File: config.mk
export PLATFORM = sky130hd
export DESIGN_NAME = proc_ctrl
export DESIGN_NICKNAME = d
export VERILOG_FILES = /design/src/rtl/proc_ctrl_pkg.sv /design/src/rtl/reg_sel_dec.sv /design/src/rtl/proc_ctrl.sv
export SDC_FILE = /design/constraint.sdc
export NUM_CORES = 1
export LEC_CHECK = 0
export ABC_AREA = 1
export CAP_MARGIN = 20
export CORE_MARGIN = 2
export CORE_UTILIZATION = 40
export CTS_BUF_LIST = sky130_fd_sc_hd__clkbuf_4 sky130_fd_sc_hd__clkbuf_8 sky130_fd_sc_hd__clkbuf_16
export DETAILED_ROUTE_END_ITERATION = 16
export HOLD_SLACK_MARGIN = 0.1
export PLACE_DENSITY = 0.79
export SLEW_MARGIN = 15
export SYNTH_ARGS = -nofsm -noshare
export SYNTH_HDL_FRONTEND = slang
export SYNTH_SLANG_ARGS = --single-unit
File: constraint.sdc
create_clock -name clk -period 2 [get_ports clk]
set_clock_uncertainty 0.05 [all_clocks]
set_input_delay 0.3 -clock clk [delete_from_list [all_inputs] [get_ports clk]]
set_output_delay 0.3 -clock clk [all_outputs]
set_load 0.1 [all_outputs]
File: src/rtl/proc_ctrl_pkg.sv
// rtl/proc_ctrl_pkg.sv - shared types and constants for the proc_ctrl control unit
package proc_ctrl_pkg;

    typedef enum logic [2:0] {
        S_IDLE  = 3'd0,
        S_FETCH = 3'd1,
        S_T1    = 3'd2,
        S_T2    = 3'd3,
        S_T3    = 3'd4,
        S_DONE  = 3'd5
    } state_t;

    localparam logic [2:0] OPC_MV  = 3'b000;
    localparam logic [2:0] OPC_MVI = 3'b001;
    localparam logic [2:0] OPC_ADD = 3'b010;
    localparam logic [2:0] OPC_SUB = 3'b011;
    localparam logic [2:0] OPC_AND = 3'b100;
    localparam logic [2:0] OPC_OR  = 3'b101;

    localparam logic [1:0] ALU_ADD = 2'b00;
    localparam logic [1:0] ALU_SUB = 2'b01;
    localparam logic [1:0] ALU_AND = 2'b10;
    localparam logic [1:0] ALU_OR  = 2'b11;

    localparam int OPC_MSB = 15;
    localparam int OPC_LSB = 13;
    localparam int RX_MSB  = 12;
    localparam int RX_LSB  = 10;
    localparam int RY_MSB  = 9;
    localparam int RY_LSB  = 7;

    function automatic logic [1:0] alu_op_of(input logic [2:0] opc);
        case (opc)
            OPC_SUB: alu_op_of = ALU_SUB;
            OPC_AND: alu_op_of = ALU_AND;
            OPC_OR:  alu_op_of = ALU_OR;
            default: alu_op_of = ALU_ADD;
        endcase
    endfunction

    function automatic logic is_alu_opc(input logic [2:0] opc);
        is_alu_opc = (opc == OPC_ADD) || (opc == OPC_SUB) ||
                     (opc == OPC_AND) || (opc == OPC_OR);
    endfunction

endpackage

File: src/rtl/reg_sel_dec.sv
// rtl/reg_sel_dec.sv - one-hot register drive/load decoder into the 16-bit reg_sig layout
module reg_sel_dec (
    input  logic [2:0]  i_idx,
    input  logic        i_drive,
    input  logic        i_load,
    output logic [15:0] o_reg_sig
);

    // Rk load sits at bit 15-2k, Rk drive at bit 14-2k
    always_comb begin
        o_reg_sig = '0;
        for (int k = 0; k < 8; k++) begin
            if (i_idx == 3'(k)) begin
                o_reg_sig[14-2*k] = i_drive;
                o_reg_sig[15-2*k] = i_load;
            end
        end
    end

endmodule

File: src/rtl/proc_ctrl.sv
// rtl/proc_ctrl.sv - multi-cycle control unit sequencing the 16-bit bus datapath
module proc_ctrl
    import proc_ctrl_pkg::*;
#(
    parameter int IW = 16
) (
    input  logic          clk,
    input  logic          resetn,
    input  logic          run,
    input  logic [IW-1:0] instr,
    output logic [15:0]   reg_sig,
    output logic          data_in,
    output logic          A_in,
    output logic          G_in,
    output logic          G_out,
    output logic [1:0]    op,
    output logic          pc_enabled,
    output logic          busy,
    output logic          done,
    output logic          err
);

    state_t          r_state;
    state_t          w_next;
    logic [IW-1:0]   r_ir;

    logic [2:0]      w_opc;
    logic [2:0]      w_rx;
    logic [2:0]      w_ry;
    logic            w_unused_ir;

    logic [2:0]      w_drv_idx;
    logic            w_drv_en;
    logic [2:0]      w_ld_idx;
    logic            w_ld_en;
    logic [15:0]     w_drv_sig;
    logic [15:0]     w_ld_sig;

    assign w_opc       = r_ir[OPC_MSB:OPC_LSB];
    assign w_rx        = r_ir[RX_MSB:RX_LSB];
    assign w_ry        = r_ir[RY_MSB:RY_LSB];
    assign w_unused_ir = ^r_ir[6:0];

    always_ff @(posedge clk or negedge resetn) begin
        if (!resetn) begin
            r_state <= S_IDLE;
            r_ir    <= '0;
        end else begin
            r_state <= w_next;
            if (r_state == S_FETCH) begin
                r_ir <= instr;
            end
        end
    end

    always_comb begin
        w_next     = r_state;
        w_drv_idx  = 3'd0;
        w_drv_en   = 1'b0;
        w_ld_idx   = 3'd0;
        w_ld_en    = 1'b0;
        data_in    = 1'b0;
        A_in       = 1'b0;
        G_in       = 1'b0;
        G_out      = 1'b0;
        op         = ALU_ADD;
        pc_enabled = 1'b0;
        done       = 1'b0;
        err        = 1'b0;
        case (r_state)
            S_IDLE: begin
                if (run) w_next = S_FETCH;
            end
            S_FETCH: begin
                pc_enabled = 1'b1;
                w_next     = S_T1;
            end
            S_T1: begin
                w_next = S_DONE;
                if (w_opc == OPC_MV) begin
                    w_drv_idx = w_ry;
                    w_drv_en  = 1'b1;
                    w_ld_idx  = w_rx;
                    w_ld_en   = 1'b1;
                    done      = 1'b1;
                end else if (w_opc == OPC_MVI) begin
                    // Immediate word is on instr now; stepping PC skips past it
                    data_in    = 1'b1;
                    w_ld_idx   = w_rx;
                    w_ld_en    = 1'b1;
                    pc_enabled = 1'b1;
                    done       = 1'b1;
                end else if (is_alu_opc(w_opc)) begin
                    w_drv_idx = w_rx;
                    w_drv_en  = 1'b1;
                    A_in      = 1'b1;
                    w_next    = S_T2;
                end else begin
                    done = 1'b1;
                    err  = 1'b1;
                end
            end
            S_T2: begin
                w_drv_idx = w_ry;
                w_drv_en  = 1'b1;
                G_in      = 1'b1;
                op        = alu_op_of(w_opc);
                w_next    = S_T3;
            end
            S_T3: begin
                G_out    = 1'b1;
                w_ld_idx = w_rx;
                w_ld_en  = 1'b1;
                done     = 1'b1;
                w_next   = S_DONE;
            end
            S_DONE: begin
                w_next = run ? S_FETCH : S_IDLE;
            end
            default: begin
                w_next = S_IDLE;
            end
        endcase
    end

    reg_sel_dec u_drv_dec (
        .i_idx     (w_drv_idx),
        .i_drive   (w_drv_en),
        .i_load    (1'b0),
        .o_reg_sig (w_drv_sig)
    );

    reg_sel_dec u_ld_dec (
        .i_idx     (w_ld_idx),
        .i_drive   (1'b0),
        .i_load    (w_ld_en),
        .o_reg_sig (w_ld_sig)
    );

    assign reg_sig = w_drv_sig | w_ld_sig;
    assign busy    = (r_state != S_IDLE);

endmodule

==> impl_metrics.yaml, run 1 <==
place:
  dp_cells: 201
  portBuffers: 37
  hpwl_mm: 2.63
  place_congestion: 0.894
logic_synthesis:
  synth_top_area_cell: "dfrtp_1"
  yosysMostFrequentCell: "nor2_1"
  synth_area_sq_um: 925
  synth_ff_type: "dfrtp_1"
  ys_types: 23
  ys_top_cells_by_area: "dfrtp_1, nor2_1, nand3_1"
  ys_ff_latch: 12
  yosys_warnings: 0
  synth_nets: 154
  yosysSeqAreaShare_pct: 32.5
  synthArstFlopShare_pct: 100
  avgSynthCellArea_sq_um: 7.06
  synth.top_cells.by_count: "nor2_1, nand3_1, nand2_1"
  syn_inst: 131
  synth_edf_count: 0
  yosys.area.top_type_share_pct: 32.5
timing:
  worst_endpoint: "reg_sig[2]"
  worstEpCategory: "output port"
run_status:
  stop_error: "[ERROR DPL-0038] Utilization greater than 100%, impossible to legalize"
  status: "aborted with a tool error"
  stop_stage: "global routing (5_1_grt)"
floorplan:
  die_w_um: 52.1
  io_pins: 45
  initial_core_util_pct: 42.2
  die_y_um: 52.1
  rows: 17
clocking:
  cts_inserted_buffers: 3
  root_buffer: "clkbuf_4"
  htreeDepth: 1
  clockBufferDepth: 2
  clock-sinks: 12
  cts_hold_buffers: 0
global_routing:
  grt_start_max_net_pins: 17
## through the flow
stage	setup WS (ns)	instance area, sq um
detailed placement	0.0189	1870
floorplan	-0.256	1170
global placement	0.0831	1870
CTS	-0.261	2080
## what timing repair did
item | CTS
gates resized for setup | 15
buffers inserted | 14
endpoints found under the setup margin | 16
pin swaps | 11
## cell families after synthesis
family,share of synthesized area (%)
and+or+nand+nor,41.4
buffers and inverters,7.58
AOI/OAI and AO/OA,8.26
DFF,32.5
muxes,4.87
adders and majority gates,5.41
==> run 2, diff against run 1 <==
--- a/config.mk
+++ b/config.mk
@@ -7,12 +7,10 @@
 export LEC_CHECK = 0
 export ABC_AREA = 1
 export CAP_MARGIN = 20
-export CORE_MARGIN = 2
-export CORE_UTILIZATION = 40
-export CTS_BUF_LIST = sky130_fd_sc_hd__clkbuf_4 sky130_fd_sc_hd__clkbuf_8 sky130_fd_sc_hd__clkbuf_16
+export CORE_AREA = 2 2 63 65
 export DETAILED_ROUTE_END_ITERATION = 16
-export HOLD_SLACK_MARGIN = 0.1
-export PLACE_DENSITY = 0.79
+export DIE_AREA = 0 0 65 67
+export PLACE_DENSITY_LB_ADDON = 0.15
 export SLEW_MARGIN = 15
 export SYNTH_ARGS = -nofsm -noshare
 export SYNTH_HDL_FRONTEND = slang
==> impl_metrics.yaml, run 2 <==
logic_synthesis:
  synth_edf_count: 0
  synth_area_sq_um: 925
  yosys.area.top_type_share_pct: 32.5
  syn_inst: 131
  ys_top_cells_by_area: "dfrtp_1, nor2_1, nand3_1"
  ys_ff_latch: 12
  avgSynthCellArea_sq_um: 7.06
  synth.top_cells.by_count: "nor2_1, nand3_1, nand2_1"
  synth_ff_type: "dfrtp_1"
  yosys_warnings: 0
  yosysMostFrequentCell: "nor2_1"
  synth_top_area_cell: "dfrtp_1"
  synthArstFlopShare_pct: 100
  yosysSeqAreaShare_pct: 32.5
  ys_types: 23
  synth_nets: 154
drt:
  num_vias: 1097
  drc: 0
  routed_wl_mm: 2.97
  drtAntennaViolNets: 0
  vias_per_cell: 4.57
  wire_per_inst_um: 12.4
  drt_iter0_markers: 33
  firstDrtPassIters: 4
timing:
  finalSetupTns_ns: -1.83
  relSlewSlack_pct: 61.7
  timing.hold.ws_ns: 0.371
  setup_viol: 14
  fmax_mhz: 457
  drv_slew: 0
  finalHoldViolations: 0
  setup_slack_ns: -0.189
  worst_pin_slew_ns: 0.573
  post-route-period-util_pct: 109
  rsz0062_at_grt: "yes"
  min_period_ns: 2.19
global_routing:
  grt_first_pass_wirelength_mm: 5.11
  grt_pass1_vias: 1106
  grt_start_max_net_pins: 17
  grt.total_usage_pct: 15.8
  antenna_found_initial: 0
  grt_overflow: 0
power_and_ir_drop:
  p_leak_uw: 0.000902
  pwr-share-comb_pct: 79.5
  seqPwrFrac_pct: 13.7
  switching_power_uw: 2210
  p_per_area_nw_per_um2: 1790
  p_total_uw: 3930
  ir_drop_v: 0.00129
  internal-power_uw: 1720
  switching_share_pct: 56.3
  power_frac_clock_pct: 6.9
layout:
  fillers: 313
  layout-drive-gt1-share_pct: 64.6
  reg_top3: "r_ir (9), r_state (3)"
  diodes: 0
  final_cell_area_sq_um: 2200
  final_cell_mix: "buf_12, nor2_4, buf_4"
  layout.nets: 216
  layout_commonest_cell: "buf_12"
  syn_to_final_growth_pct: 137
  largest_reg_flops: 9
  top_register: "r_ir"
floorplan:
  core-area_sq_um: 3610
  die-area_sq_um: 4360
  die_w_um: 65
  initial_core_util_pct: 25.6
  rows: 22
  die_y_um: 67
  io_pins: 45
worst_setup_path:
  critical_path_class: "reg2out"
  cp_max_fo: 4
  max_stage_delay_ns: 0.40
  slowest_stage: "dfrtp_1"
  worstPathArrival_ns: 1.84
  worst_setup_path_start_kind: "flip-flop"
  critPathBufInv: 5
  required_ns: 1.65
  crit_chain: "inv_2 > ha_4 > inv_4 > nor2_4 > nand2_4 > clkinv_8 > nand2_8 > nand2_8 > inv_8 > nor2_4 > buf_12"
  crit_family: "simple AND/OR/NAND/NOR gates"
  worstSetupEndpointType: "output port"
clocking:
  clock-sinks: 12
  clockBufferDepth: 2
  cts_hold_buffers: 0
  root_buffer: "clkbuf_8"
  cts_inserted_buffers: 3
  clkTransAtPathRegs_ns: 0.06
  htreeDepth: 1
  clk_latency_ns: 0.24
  cts_tree: "built"
job:
  cap_violations: 0
place:
  placed_area_sq_um: 1920
  hpwl_mm: 2.47
  portBuffers: 37
  place_congestion: 0.787
run_status:
  status: "finished with violations"
  violations: "negative setup slack"
min_path:
  hp-class: "in2async"
[run 2: metrics by stage]
step           cells  utilization (%)  setup WS (ns)
5_1_grt          240             60.9         -0.284
4_1_cts          237             58.5         -0.208
6_report         240             60.9         -0.189
3_5_place_dp     224             53.3         0.0333
3_3_place_gp     224             53.3         0.0686
2_1_floorplan    131                -         -0.256
[run 2: path summary, 6_finish.rpt]
kind | from | end | slack [ns] | depth (start not counted)
max in group asynchronous | resetn | r_state[2] | 1.11 | 1
worst min register to register | r_ir[9] | r_ir[9] | 0.49 | 2
worst max register to register | r_state[1] | r_ir[13] | 0.55 | 3
worst max-delay path | r_ir[15] | reg_sig[4] | -0.19 | 11
min in group clk | r_ir[9] | r_ir[9] | 0.49 | 2
worst min-delay path | resetn | r_state[0] | 0.37 | 1
[run 2: final cells by class]
cell class | instances | area (sq um) | share of cell area, %
Multi-Input combinational cell | 101 | 886 | 40.3
Timing Repair Buffer | 58 | 801 | 36.5
Sequential cell | 12 | 303 | 13.8
Inverter | 17 | 91.3 | 4.16
Tap cell | 48 | 60.1 | 2.74
Clock buffer | 4 | 55.1 | 2.51
[run 2: worst register-to-register path, cell delays in order, from the launching register on]
cell and delay, ns:
dfrtp_2 0.45, inv_2 0.11, nand3_2 0.32, mux2_2 0.40
[run 2: metal layers]
layer / track usage, % / part of all wire (%) / routed length [um] / vias to the layer above
li1: - / - / - / 552
met5: 0 / 0 / 0 / -
met2: 29.1 / 55 / 1650 / 27
met1: 17.7 / 39 / 1150 / 514
met4: 6.12 / 1.3 / 40 / 0
met3: 3.21 / 4.7 / 140 / 4
[run 2: repair_timing]
item                                    CTS  global route
gates cloned                              0             0
gates resized for setup                  12            15
endpoints found under the setup margin   16            18
setup buffers                             9             5
pin swaps                                 5            13
[run 2: power by group through the flow]
stage          sequential, uW  clock, uW  combinational, uW
4_1_cts                   523        274               2990
3_5_place_dp              512          0               2780
3_3_place_gp              503          0               2730
6_report                  538        269               3120
5_1_grt                   557        284               3290
2_1_floorplan             502          0               1900
[run 2: logic make-up (layout without fill, tap and decap cells)]
family,after synthesis,after routing,share of synthesized area (%)
muxes,4,4,4.87
AOI/OAI and AO/OA,14,14,8.26
DFF,12,12,32.5
buffers and inverters,18,79,7.58
and+or+nand+nor,79,79,41.4
adders and majority gates,4,4,5.41
(Power assumes the default switching activity.)
